### src/rtl/fft_agu_pkg.sv
// Shared types and address helpers for the runtime-configurable radix-2 DIT FFT address unit.
package fft_agu_pkg;

  localparam int AGU_M   = 9;
  localparam int LOG2N_W = $clog2(AGU_M + 1);

  typedef enum logic [2:0] {
    S_IDLE,
    S_RUN,
    S_DRAIN,
    S_DONE,
    S_UNLOAD
  } agu_state_t;

  // Opens a zero at bit position l of the butterfly index: the A operand address.
  function automatic logic [31:0] bit_insert(input logic [31:0] i, input int unsigned l);
    logic [31:0] low_mask;
    low_mask = (32'd1 << l) - 32'd1;
    return ((i >> l) << (l + 1)) | (i & low_mask);
  endfunction

  function automatic logic [31:0] bitrev(input logic [31:0] k, input int unsigned len);
    logic [31:0] r;
    r = '0;
    for (int b = 0; b < 32; b++) begin
      if (b < len) r = {r[30:0], k[b]};
    end
    return r;
  endfunction

endpackage

### src/rtl/fft_agu_cfg_if.sv
// Control, read-issue and write-back bundle of the FFT address unit.
// FFT_AGU_BITREV_EN adds the bit-reversed unload handshake.
interface fft_agu_cfg_if #(
  parameter int M  = 9,
  parameter int LW = $clog2(M + 1)
);
  logic          start;
  logic [LW-1:0] log2n;
  logic          enable;
  logic          busy;
  logic          done;
  logic          rd_valid;
  logic          rd_sel;
  logic [M-1:0]  adr_A;
  logic [M-1:0]  adr_B;
  logic [M-2:0]  twiddle_adr;
  logic          we0;
  logic          we1;
  logic [M-1:0]  wr_adr_A;
  logic [M-1:0]  wr_adr_B;
  logic          result_bank;
`ifdef FFT_AGU_BITREV_EN
  logic          unload_valid;
  logic          unload_ready;
  logic [M-1:0]  unload_adr;
`endif

  modport master (
`ifdef FFT_AGU_BITREV_EN
    output unload_ready,
    input  unload_valid, unload_adr,
`endif
    output start, log2n, enable,
    input  busy, done, rd_valid, rd_sel, adr_A, adr_B, twiddle_adr,
    input  we0, we1, wr_adr_A, wr_adr_B, result_bank
  );

  modport slave (
`ifdef FFT_AGU_BITREV_EN
    input  unload_ready,
    output unload_valid, unload_adr,
`endif
    input  start, log2n, enable,
    output busy, done, rd_valid, rd_sel, adr_A, adr_B, twiddle_adr,
    output we0, we1, wr_adr_A, wr_adr_B, result_bank
  );
endinterface

### src/rtl/fft_agu_wr_delay.sv
// Fixed-depth shift register aligning write-back addresses with the butterfly pipeline.
module fft_agu_wr_delay #(
  parameter int W     = 20,
  parameter int DEPTH = 3
) (
  input  logic         clk,
  input  logic         reset,
  input  logic [W-1:0] din,
  output logic [W-1:0] dout
);

  for (genvar gi = 0; gi < DEPTH; gi++) begin : g_stage
    logic [W-1:0] q_reg;
    if (gi == 0) begin : g_head
      always_ff @(posedge clk) begin
        if (reset) q_reg <= '0;
        else       q_reg <= din;
      end
    end else begin : g_tail
      always_ff @(posedge clk) begin
        if (reset) q_reg <= '0;
        else       q_reg <= g_stage[gi-1].q_reg;
      end
    end
  end

  assign dout = g_stage[DEPTH-1].q_reg;

endmodule

### src/rtl/fft_agu_cfg.sv
// Runtime-sized in-place radix-2 DIT FFT address generator with ping-pong banks.
// FFT_AGU_BITREV_EN adds a bit-reversed unload phase before completion.
module fft_agu_cfg
  import fft_agu_pkg::*;
#(
  parameter int M        = 9,
  parameter int BFLY_LAT = 3
) (
  input logic          clk,
  input logic          reset,
  fft_agu_cfg_if.slave agu
);

  localparam int LW = $clog2(M + 1);
  localparam int DW = $clog2(BFLY_LAT + 1);

  agu_state_t    state_reg, state_next;
  logic [LW-1:0] len_reg, len_next;
  logic [LW-1:0] lvl_reg, lvl_next;
  logic [M-1:0]  idx_reg, idx_next;
  logic [DW-1:0] drain_reg, drain_next;
  logic          bank_reg, bank_next;
  logic          issue;

  logic [M-1:0]  lvl_bit, low_mask, a_addr, b_addr, half_last;
  logic [M-2:0]  tw_addr;

  always_comb begin
    lvl_bit   = M'(32'd1 << lvl_reg);
    low_mask  = lvl_bit - 1'b1;
    a_addr    = M'(bit_insert(32'(idx_reg), 32'(lvl_reg)));
    b_addr    = a_addr | lvl_bit;
    // Twiddle stride is set by the maximum table size, so the ROM never depends on L.
    tw_addr   = (M-1)'((idx_reg & low_mask) << (32'(M - 1) - 32'(lvl_reg)));
    half_last = M'((32'd1 << (32'(len_reg) - 32'd1)) - 32'd1);
  end

`ifdef FFT_AGU_BITREV_EN
  logic [M-1:0] k_reg, k_next, full_last;
  assign full_last = M'((32'd1 << len_reg) - 32'd1);
`endif

  always_comb begin
    state_next = state_reg;
    len_next   = len_reg;
    lvl_next   = lvl_reg;
    idx_next   = idx_reg;
    drain_next = drain_reg;
    bank_next  = bank_reg;
    issue      = 1'b0;
`ifdef FFT_AGU_BITREV_EN
    k_next     = k_reg;
`endif
    case (state_reg)
      S_IDLE: begin
        if (agu.start) begin
          if (agu.log2n == '0 || agu.log2n > LW'(M)) len_next = LW'(M);
          else                                       len_next = agu.log2n;
          bank_next  = len_next[0];
          lvl_next   = '0;
          idx_next   = '0;
          state_next = S_RUN;
        end
      end
      S_RUN: begin
        if (agu.enable) begin
          issue = 1'b1;
          if (idx_reg == half_last) begin
            idx_next   = '0;
            drain_next = '0;
            state_next = S_DRAIN;
          end else begin
            idx_next = idx_reg + 1'b1;
          end
        end
      end
      S_DRAIN: begin
        if (drain_reg == DW'(BFLY_LAT - 1)) begin
          if (lvl_reg == len_reg - 1'b1) begin
`ifdef FFT_AGU_BITREV_EN
            k_next     = '0;
            state_next = S_UNLOAD;
`else
            state_next = S_DONE;
`endif
          end else begin
            lvl_next   = lvl_reg + 1'b1;
            state_next = S_RUN;
          end
        end else begin
          drain_next = drain_reg + 1'b1;
        end
      end
`ifdef FFT_AGU_BITREV_EN
      S_UNLOAD: begin
        if (agu.unload_ready) begin
          if (k_reg == full_last) state_next = S_DONE;
          else                    k_next     = k_reg + 1'b1;
        end
      end
`endif
      S_DONE:  state_next = S_IDLE;
      default: state_next = S_IDLE;
    endcase
  end

  always_ff @(posedge clk) begin
    if (reset) begin
      state_reg <= S_IDLE;
      len_reg   <= '0;
      lvl_reg   <= '0;
      idx_reg   <= '0;
      drain_reg <= '0;
      bank_reg  <= 1'b0;
`ifdef FFT_AGU_BITREV_EN
      k_reg     <= '0;
`endif
    end else begin
      state_reg <= state_next;
      len_reg   <= len_next;
      lvl_reg   <= lvl_next;
      idx_reg   <= idx_next;
      drain_reg <= drain_next;
      bank_reg  <= bank_next;
`ifdef FFT_AGU_BITREV_EN
      k_reg     <= k_next;
`endif
    end
  end

  assign agu.busy        = (state_reg != S_IDLE);
  assign agu.done        = (state_reg == S_DONE);
  assign agu.result_bank = bank_reg;
  assign agu.rd_valid    = issue;
  assign agu.rd_sel      = issue & lvl_reg[0];
  assign agu.adr_A       = issue ? a_addr  : '0;
  assign agu.adr_B       = issue ? b_addr  : '0;
  assign agu.twiddle_adr = issue ? tw_addr : '0;

  logic         wr_valid, wr_sel;
  logic [M-1:0] wr_a, wr_b;

  fft_agu_wr_delay #(
    .W     (2 * M + 2),
    .DEPTH (BFLY_LAT)
  ) u_wr_delay (
    .clk   (clk),
    .reset (reset),
    .din   ({agu.rd_valid, agu.rd_sel, agu.adr_A, agu.adr_B}),
    .dout  ({wr_valid, wr_sel, wr_a, wr_b})
  );

  // Each level writes back into the bank opposite the one it read.
  assign agu.we1      = wr_valid & ~wr_sel;
  assign agu.we0      = wr_valid &  wr_sel;
  assign agu.wr_adr_A = wr_a;
  assign agu.wr_adr_B = wr_b;

`ifdef FFT_AGU_BITREV_EN
  logic [M-1:0] rev_k;
  assign rev_k            = M'(bitrev(32'(k_reg), 32'(len_reg)));
  assign agu.unload_valid = (state_reg == S_UNLOAD);
  assign agu.unload_adr   = agu.unload_valid ? rev_k : '0;
`endif

endmodule
### src/flat_wrapper.sv
// flat-port wrapper written by rule: the top's interface ports become plain ports
module fft_agu_cfg_flat import fft_agu_pkg::*;
#(
  parameter int M        = 9,
  parameter int BFLY_LAT = 3
)
  (clk, reset, agu_start, agu_log2n, agu_enable, agu_busy, agu_done, agu_rd_valid, agu_rd_sel, agu_adr_A, agu_adr_B, agu_twiddle_adr, agu_we0, agu_we1, agu_wr_adr_A, agu_wr_adr_B, agu_result_bank);
  fft_agu_cfg_if #(.M(M)) agu_i ();
  input logic clk;
  input logic reset;
  input wire logic [$bits(agu_i.start)-1:0] agu_start;
  input wire logic [$bits(agu_i.log2n)-1:0] agu_log2n;
  input wire logic [$bits(agu_i.enable)-1:0] agu_enable;
  output wire logic [$bits(agu_i.busy)-1:0] agu_busy;
  output wire logic [$bits(agu_i.done)-1:0] agu_done;
  output wire logic [$bits(agu_i.rd_valid)-1:0] agu_rd_valid;
  output wire logic [$bits(agu_i.rd_sel)-1:0] agu_rd_sel;
  output wire logic [$bits(agu_i.adr_A)-1:0] agu_adr_A;
  output wire logic [$bits(agu_i.adr_B)-1:0] agu_adr_B;
  output wire logic [$bits(agu_i.twiddle_adr)-1:0] agu_twiddle_adr;
  output wire logic [$bits(agu_i.we0)-1:0] agu_we0;
  output wire logic [$bits(agu_i.we1)-1:0] agu_we1;
  output wire logic [$bits(agu_i.wr_adr_A)-1:0] agu_wr_adr_A;
  output wire logic [$bits(agu_i.wr_adr_B)-1:0] agu_wr_adr_B;
  output wire logic [$bits(agu_i.result_bank)-1:0] agu_result_bank;
  assign agu_i.start = agu_start;
  assign agu_i.log2n = agu_log2n;
  assign agu_i.enable = agu_enable;
  assign agu_busy = agu_i.busy;
  assign agu_done = agu_i.done;
  assign agu_rd_valid = agu_i.rd_valid;
  assign agu_rd_sel = agu_i.rd_sel;
  assign agu_adr_A = agu_i.adr_A;
  assign agu_adr_B = agu_i.adr_B;
  assign agu_twiddle_adr = agu_i.twiddle_adr;
  assign agu_we0 = agu_i.we0;
  assign agu_we1 = agu_i.we1;
  assign agu_wr_adr_A = agu_i.wr_adr_A;
  assign agu_wr_adr_B = agu_i.wr_adr_B;
  assign agu_result_bank = agu_i.result_bank;
  fft_agu_cfg #(.M(M), .BFLY_LAT(BFLY_LAT)) u_core (.clk(clk), .reset(reset), .agu(agu_i));
endmodule
### config.mk
export PLATFORM = sky130hd
export DESIGN_NAME = fft_agu_cfg_flat
export DESIGN_NICKNAME = d
export VERILOG_FILES = /design/src/rtl/fft_agu_pkg.sv /design/src/rtl/fft_agu_cfg_if.sv /design/src/rtl/fft_agu_wr_delay.sv /design/src/rtl/fft_agu_cfg.sv /design/src/flat_wrapper.sv
export SDC_FILE = /design/constraint.sdc
export NUM_CORES = 1
export LEC_CHECK = 0
export BUFFER_PORTS_ARGS = -buffer_cell sky130_fd_sc_hd__buf_4
export CAP_MARGIN = 20
export CORE_ASPECT_RATIO = 0.8
export CORE_MARGIN = 2
export CORE_UTILIZATION = 45
export DETAILED_ROUTE_END_ITERATION = 10
export GPL_TIMING_DRIVEN = 0
export PLACE_DENSITY_LB_ADDON = 0.08
export REMOVE_ABC_BUFFERS = 1
export SLEW_MARGIN = 25
export SYNTH_ARGS = -nofsm -noshare
export SYNTH_HDL_FRONTEND = slang
export SYNTH_SLANG_ARGS = --single-unit
### constraint.sdc
create_clock -name clk -period 3.5 [get_ports clk]
set_input_delay 0.7 -clock clk [delete_from_list [all_inputs] [get_ports clk]]
set_output_delay 0.7 -clock clk [all_outputs]
set_load 0.01 [all_outputs]
## Word-level counts from Yosys, hierarchy flattened

Index checks and enable logic that the tools add are counted.
Widths: inputs -> output; s select.

- Register bits: 83
- Input port bits: 8

- Add/sub/neg operators: 10
- Order comparisons: 1
- Equal/unequal tests: 12
- Shift-type cells: 6
- Mux-type cells: 24
- Bitwise operators: 8
- Reductions and logical operators: 12

Operator list:

| cell | number |
|---|---|
| $mux 9 | 5 |
| $shl 1x32->9 const A | 1 |
| $shl 32x32->9 | 1 |
| $shl 9x32->8 | 1 |
| $shr 9x4->32 | 1 |
| $sub 9x1->9 const B | 3 |
| $and 9x9->9 | 2 |
| $or 9x9->9 | 2 |
| $pmux 9 s2 | 1 |
| $shl 1x4->9 const A | 2 |
| $mux 4 | 4 |
| $mux 3 | 4 |
| $reduce_and 4->1 | 3 |
| $add 9x1->9 const B | 1 |
| $eq 9x9->1 | 1 |
| $pmux 3 s3 | 1 |
| $mux 2 | 4 |
| $mux 8 | 1 |
| $ne 2x2->1 const B | 4 |
| $pmux 4 s2 | 1 |
| $eq 3x2->1 const B | 2 |
| $reduce_bool 2->1 | 3 |
| $add 4x1->5 const B | 1 |
| $sub 4x1->5 const B | 1 |
| 19 further kinds | 23 |

## Logic depth before layout (Yosys ltp)

- Word-level depth: 7
- Mapped depth: 15
- Mapped depth without buffers: 13

## Cells and area by module

Synthesis repeated with hierarchy kept, for this count alone.

- Cells, all modules: 589
- Area, all modules: 4763.3 µm²

Modules (own cells, without submodules):

| module | times used | cells each | area an instance (µm²) | sequential area each (µm²) |
|---|---|---|---|---|
| fft_agu_cfg | 1 | 463 | 3156.8 | 420.4 |
| fft_agu_wr_delay | 1 | 126 | 1606.5 | 1201.2 |

## Least setup slack after synthesis

Ideal clock, no wire load.

- Path kind: register to output
- Start point: register u_core.lvl_reg[0]
- End point: output agu_twiddle_adr[7]
- Arrival time: 3066 ps
- Data required time: 2800 ps
- Slack: -266 ps
- Stages on the path, launching flop included: 16
- Path buffers: 4
- Cell sequence: dfxtp_1 buf_6 inv_1 clkbuf_1 ha_1 ha_1 clkbuf_1 nand2b_1 ha_1 clkbuf_1 nor3b_1 o2bb2ai_1 a31oi_1 or3_1 o21a_1 o2bb2ai_1

- Word-level cells in the longest chain between the ends: 5

Ends and longest elaborated chain:

| item | line | RTL |
|---|---|---|
| start: declaration | fft_agu_cfg.sv:19 | `logic [LW-1:0] lvl_reg, lvl_next;` |
| start signal: assignment | fft_agu_cfg.sv:121 | `lvl_reg <= lvl_next;` |
| $shl 1x4->9 | fft_agu_cfg.sv:29 | `lvl_bit = M'(32'd1 << lvl_reg);` |
| $sub 9x1->9 | fft_agu_cfg.sv:30 | `low_mask = lvl_bit - 1'b1;` |
| $and 9x9->9 | fft_agu_cfg.sv:34 | `tw_addr = (M-1)'((idx_reg & low_mask) << (32'(M - 1) - 32'(lvl_reg)));` |
| $shl 9x32->8 (*) | fft_agu_cfg.sv:34 |  |
| $mux 8 (*) | fft_agu_cfg.sv:138 | `assign agu.twiddle_adr = issue ? tw_addr : '0;` |
| end: declaration | flat_wrapper.sv:20 | `output wire logic [$bits(agu_i.twiddle_adr)-1:0] agu_twiddle_adr;` |

Mark *: on every way between the ends. The rest lies on a longest branch, timed or not.

## Final worst setup path

- Start point: register u_core.lvl_reg[0]
- End point: output agu_twiddle_adr[6]

Same word-level chain as after synthesis.

==> results.md <==
- R2R depth: 13
- Final cycle utilization of the critical path: a little over nine tenths
- Worst setup EP type: output pin
- Via Count: 4416
- Final clock skew: 0.00410 ns
- Finished Layout Cells: 776
- Worst slew margin: 48.7%
- FF-to-FF Start: u_core.len_reg[0]
- Die Y: around 96 um
- Critical path arrival: roughly 2.8 ns
- Seq/Total Area, Yosys: 34.4%
- H-tree levels: 3
- Critical Path Start Type: register
- Post-DR wirelength/cell: 16.8 um
- R2r setup slk: roughly 0.21 ns
- Final Hold Viols: 0
- Nets: 652
- Hold_buf cts: 0
- Pin count of the biggest net entering global routing: 62
- Drt pass-1 iters: 5
- Final wirelength: 13100 um
- Hold Path Cell Cnt: 1
- WP data required: between 2 and 3 ns
- Share of layout cells above drive strength 1: 31.3%
- Core Footprint: 10200 um2
- Total placed cells including tap cells: between 700 and 800
- Worst Hold Class: register to register
- Max-cap violation count: 0
- EDFF count, synth: 0
- Fmax: between 200 and 300 MHz
- Leak: roughly 0.0023 uW
- Post-Synthesis Cells: 568
- Total power: 2020 uW
- Final worst path period need: ~3.4 ns
- Max reg flops: 40
- Post-synth cell types: 78
- Worst R2R End: u_core.idx_reg[7]
- Ys flop type: dfxtp_1
- Power per standard cell area: 327 nW/um2
- Most common cell after layout, fill and taps aside: buf_4
- DR vias/cell: 5.69
- Starting density of the core: 46.1%
- Clk sink count: 81
- Pins Over Slew Limit: 0
- First-pass GRT wire length: 20300 um
- Outcome: finished clean
- DIE AREA: 11300 um2
- Final setup fails: 0
- Post-DRT Antenna Nets: 0
- Post-Syn Area: approximately 4700 um2
- Clock Latency Late Sink: between 0.3 and 0.4 ns
- WS Path Type: register to output pin
- CTS tree: done
- Initial DRC Count: about 400
- Drc violations: 0
- Vias in the first global route: 3973
- FFs w/ async S/R, synth: 0%
- CTS Buffer Depth: 2
- CP Max Fanout: 14
- Hold EP: u_core.u_wr_delay.dout[10]
- Rows: 33
- Yosys warns: 0
- GRT overflow: 0
- Commonest cells after routing, fill and taps aside: buf_4 (87), dfxtp_1 (72), nor2_1 (50), nor2b_1 (46), nand2_1 (34)
- Syn Area/Cell: around 8.3 um2
- Root Buffer: clkbuf_16
- Dpl hpwl: 8070 um
- Worst-path clk slew: 0.06 ns
- Final WS setup: 0.0504 ns
- Number of buffers created by CTS: 9
- IO buf count: 58
- N_diodes: 0
- Ports: around 60
- Worst slew pin tran: 0.770 ns
- Initial antenna violation count: 0
- Area growth syn-to-layout: 30.8%
- GP Congestion: between 0.9 and 1
- Tot GR Track Use: 22.7%
- HP Start: u_core.u_wr_delay.g_stage[1].q_reg[10]
- Die W: 118 um
- Worst VDD drop: ~250 uV
- FF+latch count, synth: 81
- Post-Place Worst Slack: -1.35 ns
## stage by stage
stage | hold WS (ns) | TNS, ns | cell area [um2] | utilization (%)
after floorplan | 0.414 | -9.10 | 4510 | -
after global placement | 0.416 | -60.81 | 5120 | 50.0
final | 0.434 | 0 | 6170 | 60.2
after detailed placement | 0.420 | -28.84 | 5130 | 50.1
after CTS | 0.435 | 0 | 5760 | 56.2
after global routing | 0.448 | -0.114 | 6170 | 60.2
## layout make-up
type                    instances  area, um2
inverters                      22        100
well taps                     140        175
clock buffers                   9        225
fillers                       926       4070
flip-flops and latches         81       1650
repair buffers                 94        753
clock inverters                 7       52.6
multi-input cells             423       3210
## worst max path at each step
| stage | depth (start not counted) | slack [ns] | to | from |
|---|---|---|---|---|
| 2_1_floorplan | 11 | -0.66 | agu_twiddle_adr[6] | u_core.lvl_reg[0] |
| 3_3_place_gp | 11 | -2.14 | agu_adr_B[6] | u_core.lvl_reg[0] |
| 3_5_place_dp | 11 | -1.35 | agu_adr_B[6] | u_core.lvl_reg[0] |
| 4_1_cts | 13 | 0.004 | u_core.state_reg[0] | u_core.len_reg[1] |
| 5_1_grt | 11 | -0.04 | agu_twiddle_adr[7] | u_core.lvl_reg[0] |
| 6_report | 11 | 0.05 | agu_twiddle_adr[6] | u_core.lvl_reg[0] |
## synth_stat cells (3+ instances only)
cell type	instances	area [um2]
nor2_1	53	199
and3_1	3	18.8
nor3b_1	5	37.5
o21ai_0	26	130
nand2b_1	7	43.8
buf_2	9	45.0
o211ai_1	3	22.5
o2111ai_1	3	26.3
nand2_1	36	135
nor4_1	6	37.5
o31ai_1	3	22.5
a21oi_1	37	185
o21a_1	4	30.0
xor2_1	6	52.6
a211oi_1	4	30.0
buf_1	4	15.0
mux2i_1	17	170
clkbuf_1	24	90.1
mux4_2	3	67.6
or2_2	3	18.8
nand3_1	14	70.1
nand4_1	9	56.3
nor3_1	18	90.1
nand3b_1	6	45.0
o311ai_0	3	26.3
and4_1	3	26.3
dfxtp_1	81	1620
a31oi_1	7	43.8
or3_1	3	18.8
xnor2_1	21	184
o2bb2ai_1	3	26.3
ha_1	13	163
nor2b_1	48	300
and2_1	7	43.8
inv_1	21	78.8
## cell families after synthesis
group | count (synthesis) | synth area share (%)
AOI/OAI and AO/OA | 129 | 18.7
muxes | 24 | 6.39
and+or+nand+nor | 230 | 26.0
DFF | 81 | 34.4
buffers and inverters | 64 | 6.02
xor gates and xnor gates | 27 | 5.01
adders and majority gates | 13 | 3.45
## worst max-delay path, cell delays in order (launching register included)
cell and delay (ns):
dfxtp_4 0.38, clkinvlp_4 0.16, buf_12 0.19, ha_4 0.18, nor2b_4 0.15, o31ai_4 0.24, o211a_1 0.23, o21ai_4 0.10
nor4_2 0.27, a31oi_1 0.08, a221oi_2 0.25, buf_4 0.16
## power by group
group          switching [uW]  total, uW  internal, uW
Combinational             109        190          81.9
Sequential               17.2        943           926
Clock                     399        885           486
Total                     525       2020          1490
## timing repair
action                                  CTS  global route
endpoints found under the setup margin   49            32
resized for setup                        61            51
pin swaps                                 7            19
buffers inserted                         10            26
## metal layers
metal,vias up,global-route usage [%],part of all wire [%]
li1,2132,-,-
met1,2108,31.1,47
met2,163,35.1,44
met3,13,5.50,7.3
met4,0,7.94,1.4
met5,-,0,0
No activity file was read; power rests on OpenSTA's default activity.
